$ cat config.mk
export PLATFORM = sky130hd
export DESIGN_NAME = sync_dr_tx_flat
export DESIGN_NICKNAME = d
export VERILOG_FILES = /design/src/rtl/sync_dr_tx_if.sv /design/src/rtl/sync_dr_tx.sv /design/src/flat_wrapper.sv
export SDC_FILE = /design/constraint.sdc
export NUM_CORES = 1
export LEC_CHECK = 0
export CORE_AREA = 5 5 42 44
export CTS_CLUSTER_DIAMETER = 60
export DETAILED_ROUTE_END_ITERATION = 12
export DIE_AREA = 0 0 47 49
export PLACE_DENSITY = 0.59
export SLEW_MARGIN = 20
export SYNTH_ARGS = -nofsm -noshare
export SYNTH_HDL_FRONTEND = slang
export SYNTH_SLANG_ARGS = --single-unit
export TNS_END_PERCENT = 100
$ cat constraint.sdc
create_clock -name clk -period 1.65 [get_ports clk]
set_clock_uncertainty 0.1 [all_clocks]
set_input_delay 0.4125 -clock clk [delete_from_list [all_inputs] [get_ports clk]]
set_output_delay 0.4125 -clock clk [all_outputs]
set_load 0.05 [all_outputs]
$ cat src/rtl/sync_dr_tx_if.sv
// Link bundle for the sync->async dual-rail transmitter.
// Latency: none (wires only).
// Backpressure: s_valid/s_ready upstream; ack_i completion handshake downstream.
interface sync_dr_tx_if #(
  parameter int WIDTH = 1
);
  // Upstream word handshake
  logic                    s_valid;
  logic                    s_ready;
  logic [WIDTH-1:0]        s_data;
  // Downstream dual-rail link: out[i][1] is the '1' rail, out[i][0] the '0' rail
  logic                    ack_i;
  logic [WIDTH-1:0][1:0]   out;

  // Environment side: drives words and the downstream ack, observes the link
  modport master (
    output s_valid,
    output s_data,
    output ack_i,
    input  s_ready,
    input  out
  );

  // Transmitter side
  modport slave (
    input  s_valid,
    input  s_data,
    input  ack_i,
    output s_ready,
    output out
  );
endinterface

$ cat src/rtl/sync_dr_tx.sv
// Clocked transmitter driving WIDTH-bit words onto a dual-rail link (ENC "FP" 4-phase RZ or "TP" 2-phase).
// Latency: codeword on out 1 cycle after accept; FP period 2*SYNC_STAGES+3, TP period SYNC_STAGES+2 plus downstream delay.
// Backpressure: s_ready low until the synchronised ack matches the expected idle level in IDLE.
module sync_dr_tx #(
  parameter     ENC         = "TP",
  parameter int WIDTH       = 1,
  parameter int SYNC_STAGES = 2
) (
  input  logic         clk,
  input  logic         rst,
  sync_dr_tx_if.slave  link
);

  // 4-phase return-to-zero when ENC is "FP", otherwise 2-phase transition signalling
  localparam bit IS_FP = (ENC == "FP");

  typedef enum logic [1:0] {
    ST_IDLE = 2'd0,  // waiting for an upstream word
    ST_DATA = 2'd1,  // FP: codeword on the link, waiting for ack high
    ST_NULL = 2'd2,  // FP: spacer on the link, waiting for ack low
    ST_WAIT = 2'd3   // TP: transition sent, waiting for ack to reach the new phase
  } state_t;

  state_t                  state_q, state_d;
  logic                    phase_q, phase_d;
  logic [WIDTH-1:0][1:0]   out_q, out_d;
  logic [SYNC_STAGES-1:0]  ack_sync_q;
  logic                    ack_sync;
  logic                    take;

  // ack_i is asynchronous to clk: it only enters the logic through this flop chain
  always_ff @(posedge clk) begin
    if (rst) begin
      ack_sync_q <= '0;
    end else begin
      ack_sync_q <= {ack_sync_q[SYNC_STAGES-2:0], link.ack_i};
    end
  end

  assign ack_sync = ack_sync_q[SYNC_STAGES-1];

  // Ready only when idle and the downstream has settled at the level matching our phase;
  // a stray ack edge in IDLE therefore just holds s_ready low without changing state.
  assign link.s_ready = (state_q == ST_IDLE) && (ack_sync == phase_q);
  assign take         = link.s_valid && link.s_ready;

  // Rails come straight from flops so the async stage never sees combinational glitches
  assign link.out = out_q;

  // State, phase and rail registers; reset drops the rails to zero in the same edge
  always_ff @(posedge clk) begin
    if (rst) begin
      state_q <= ST_IDLE;
      phase_q <= 1'b0;
      out_q   <= '0;
    end else begin
      state_q <= state_d;
      phase_q <= phase_d;
      out_q   <= out_d;
    end
  end

  // Next-state and next-rail logic; s_data is only looked at on the transfer edge
  always_comb begin
    state_d = state_q;
    phase_d = phase_q;
    out_d   = out_q;
    unique case (state_q)
      ST_IDLE: begin
        if (take) begin
          if (IS_FP) begin
            // One-hot codeword per bit: {rail1, rail0} = {d, ~d}
            for (int i = 0; i < WIDTH; i++) begin
              out_d[i] = {link.s_data[i], ~link.s_data[i]};
            end
            state_d = ST_DATA;
          end else begin
            // Exactly one rail per bit toggles; which rail carries the bit value
            for (int i = 0; i < WIDTH; i++) begin
              if (link.s_data[i]) begin
                out_d[i][1] = ~out_q[i][1];
              end else begin
                out_d[i][0] = ~out_q[i][0];
              end
            end
            phase_d = ~phase_q;
            state_d = ST_WAIT;
          end
        end
      end
      ST_DATA: begin
        // Codeword captured downstream: return to the all-zero spacer
        if (ack_sync) begin
          out_d   = '0;
          state_d = ST_NULL;
        end
      end
      ST_NULL: begin
        // Spacer acknowledged: the link is back at its rest state
        if (!ack_sync) begin
          state_d = ST_IDLE;
        end
      end
      ST_WAIT: begin
        // Downstream has completed the transition we sent
        if (ack_sync == phase_q) begin
          state_d = ST_IDLE;
        end
      end
      default: begin
        state_d = ST_IDLE;
      end
    endcase
  end

endmodule
$ cat src/flat_wrapper.sv
// flat-port wrapper written by rule: the top's interface ports become plain ports
module sync_dr_tx_flat 
#(
  parameter     ENC         = "  ",
  parameter int WIDTH       = 1,
  parameter int SYNC_STAGES = 2
)
  (clk, rst, link_s_valid, link_s_data, link_ack_i, link_s_ready, link_out);
  sync_dr_tx_if #(.WIDTH(WIDTH)) link_i ();
  input  logic clk;
  input  logic rst;
  input wire logic [$bits(link_i.s_valid)-1:0] link_s_valid;
  input wire logic [$bits(link_i.s_data)-1:0] link_s_data;
  input wire logic [$bits(link_i.ack_i)-1:0] link_ack_i;
  output wire logic [$bits(link_i.s_ready)-1:0] link_s_ready;
  output wire logic [$bits(link_i.out)-1:0] link_out;
  assign link_i.s_valid = link_s_valid;
  assign link_i.s_data = link_s_data;
  assign link_i.ack_i = link_ack_i;
  assign link_s_ready = link_i.s_ready;
  assign link_out = link_i.out;
  sync_dr_tx #(.ENC(ENC), .WIDTH(WIDTH), .SYNC_STAGES(SYNC_STAGES)) u_core (.clk(clk), .rst(rst), .link(link_i));
endmodule
==> results.json <==
{
  "regArea_um2": 141,
  "fin_crit_sh": 0.969,
  "clk_path_buf_depth": 2,
  "dieArea_um2": 2300,
  "synth_fp_nets": 55,
  "dp.cells": 75,
  "path_buf_inv": 1,
  "cpMaxStageDelayCell": "dfxtp_2",
  "fmax_ghz": 0.626,
  "syn-cell-area_um2": 427,
  "multi_input_area_um2": 273,
  "max_stage_delay_ns": 0.34,
  "r2r_start": "u_core.phase_q",
  "rsz0062_at_grt": "true",
  "io_pins": 8,
  "crit_arrival_ns": 1.09,
  "synth.distinct_cells": 24,
  "hold_path_startpoint": "u_core.ack_sync_q[0]",
  "diodes": 0,
  "status": "completed",
  "final_common_cell": "buf_4",
  "cp_top_family": "flip-flops",
  "drv_slew": 0,
  "detail-route-antenna-nets": 0,
  "holdPathStages": 1,
  "leakage_nw": 0.237,
  "io_buffers": 7,
  "wl_per_cell_um": 11.5,
  "crit_path_max_fanout": 2,
  "cts_buffers": 3,
  "drc": 0,
  "dp_slack_ns": -0.0596,
  "ys_ff_latch": 7,
  "r2r_setup_slack_ns": 0.32,
  "final_nets": 70,
  "drive_gt1_frac": 0.344,
  "grt_max_degree": 11,
  "hold_ws_ns": 0.341,
  "dpl_cell_area_um2": 566,
  "final.min_clock_period_ns": 1.60,
  "start_kind": "register",
  "start_util": 0.304,
  "path_clk_slew_ns": 0.05,
  "rr_endpoint": "u_core.link.out[1]",
  "finalSetupViolations": 0,
  "reg2regPathDepth": 4,
  "finalWirelength_um": 920,
  "area_delta_synth_final_pct": 43.7,
  "vias_per_cell": 5.08,
  "max-slew-margin-rel": 0.813,
  "layout_common_cells": "buf_4 (7), dfxtp_1 (6), nand2_1 (4), clkdlybuf4s50_1 (4)",
  "ys_seq_area_frac": 0.328,
  "grt_pass1_vias": 399,
  "powerDensity_nw_per_um2": 928,
  "worst_slew_pin_slew_ns": 0.280,
  "stdcell_count": 80,
  "required_ns": 1.14,
  "end_kind": "output pin",
  "synth_warnings": 0,
  "grt_pass1_wl_um": 1610,
  "ys.flop_type": "dfxtp_1",
  "stdcell_area_um2": 613,
  "crit_chain": "xnor2_2 -> and2_4 -> buf_12",
  "hold_viol_final": 0,
  "fp.dieW_um": 47,
  "gr-usage-all-layers": 0.0971,
  "tns_ns": 0,
  "worst_slack_ns": 0.0513,
  "cts.sinks": 7,
  "ir_drop_mv": 0.412,
  "row_count": 14,
  "cts_tree": "built",
  "synthCells": 50,
  "hold_end": "u_core.ack_sync_q[1]",
  "dieHeight_um": 49,
  "clk_latency_ns": 0.25,
  "vias": 406,
  "antenna_found_initial": 0,
  "n_fill_cell": 158,
  "first_iter_violations": 1,
  "htreeDepth": 1,
  "synth_enable_flop_cells": 0,
  "dp_hpwl_um": 708,
  "grt-ovfl-total": 0,
  "syn_avg_cell_area_um2": 8.53,
  "hold_path.class": "reg -> reg",
  "worstSetupStartpoint": "u_core.ack_sync_q[1]",
  "drt_pass1_iterations": 3,
  "coreArea_um2": 1400,
  "cts_root_buf": "clkbuf_4",
  "synthArstFlopShare": 0,
  "crit_type": "reg -> out",
  "hold_buffers": 0,
  "gp_congestion": 0.815,
  "cap_violations": 0
}
## report_power, final
| group | switching, W | internal, W |
|---|---|---|
| combinational | 0.000102 | 0.000114 |
| clock | 0.0000603 | 0.0000921 |
| sequential | 0.0000151 | 0.000186 |
## metal layers
| layer | track usage | vias up | wire length, µm |
|---|---|---|---|
| met4 | 0.0276 | 0 | 14 |
| met1 | 0.118 | 185 | 404 |
| met5 | 0 | - | 0 |
| li1 | - | 208 | - |
| met3 | 0.0590 | 2 | 60 |
| met2 | 0.140 | 11 | 441 |
## worst max path at each step
| stage | end | slack [ns] | cells after the start |
|---|---|---|---|
| 2_1_floorplan | link_s_ready | 0.05 | 3 |
| 4_1_cts | link_s_ready | 0.009 | 3 |
| 3_3_place_gp | u_core.link.out[1] | -0.04 | 5 |
| 3_5_place_dp | u_core.link.out[1] | -0.06 | 5 |
| 6_report | link_s_ready | 0.05 | 3 |
| 5_1_grt | link_s_ready | -0.003 | 3 |
## sequential cells by signal (all words and copies together) (netlist names)
signal / cells
u_core.state_q: 2
u_core.link.out: 2
u_core.phase_q: 1
u_core.ack_sync_q: 2
## through the flow
step / utilization / total power [W]
final: 0.438 / 0.000569
after global routing: 0.438 / 0.000612
after CTS: 0.429 / 0.000571
after detailed placement: 0.404 / 0.000406
after global placement: 0.404 / 0.000405
after floorplan: - / 0.000319
## cell usage after synthesis, types with 2 or more instances
cell / instances / area share
o21ai_0: 3 / 0.035
nand2_1: 4 / 0.035
and3b_1: 3 / 0.062
nor2_1: 3 / 0.026
nor2b_1: 3 / 0.044
a31oi_1: 3 / 0.044
a21oi_1: 3 / 0.035
nand4b_1: 2 / 0.041
buf_2: 3 / 0.035
nand3b_1: 3 / 0.053
dfxtp_1: 7 / 0.33
## what timing repair did
action | in CTS | in global routing
resized for setup | 2 | 2
endpoints found under the setup margin | 1 | 1
buffers inserted | 0 | 1
pin swaps | 0 | 1
## cells by family after synthesis
| family | Yosys count | synth area share |
|---|---|---|
| simple gates | 26 | 0.425 |
| compound gates | 12 | 0.164 |
| flops | 7 | 0.328 |
| buf+inv | 4 | 0.0616 |
| xor+xnor | 1 | 0.0205 |
## layout make-up
class                   instances  area share
well taps                      16      0.0327
clock buffers                   4      0.0429
flip-flops and latches          7       0.231
repair buffers                 14       0.249
multi-input cells              39       0.445
Power figures use the tool's default switching activity.
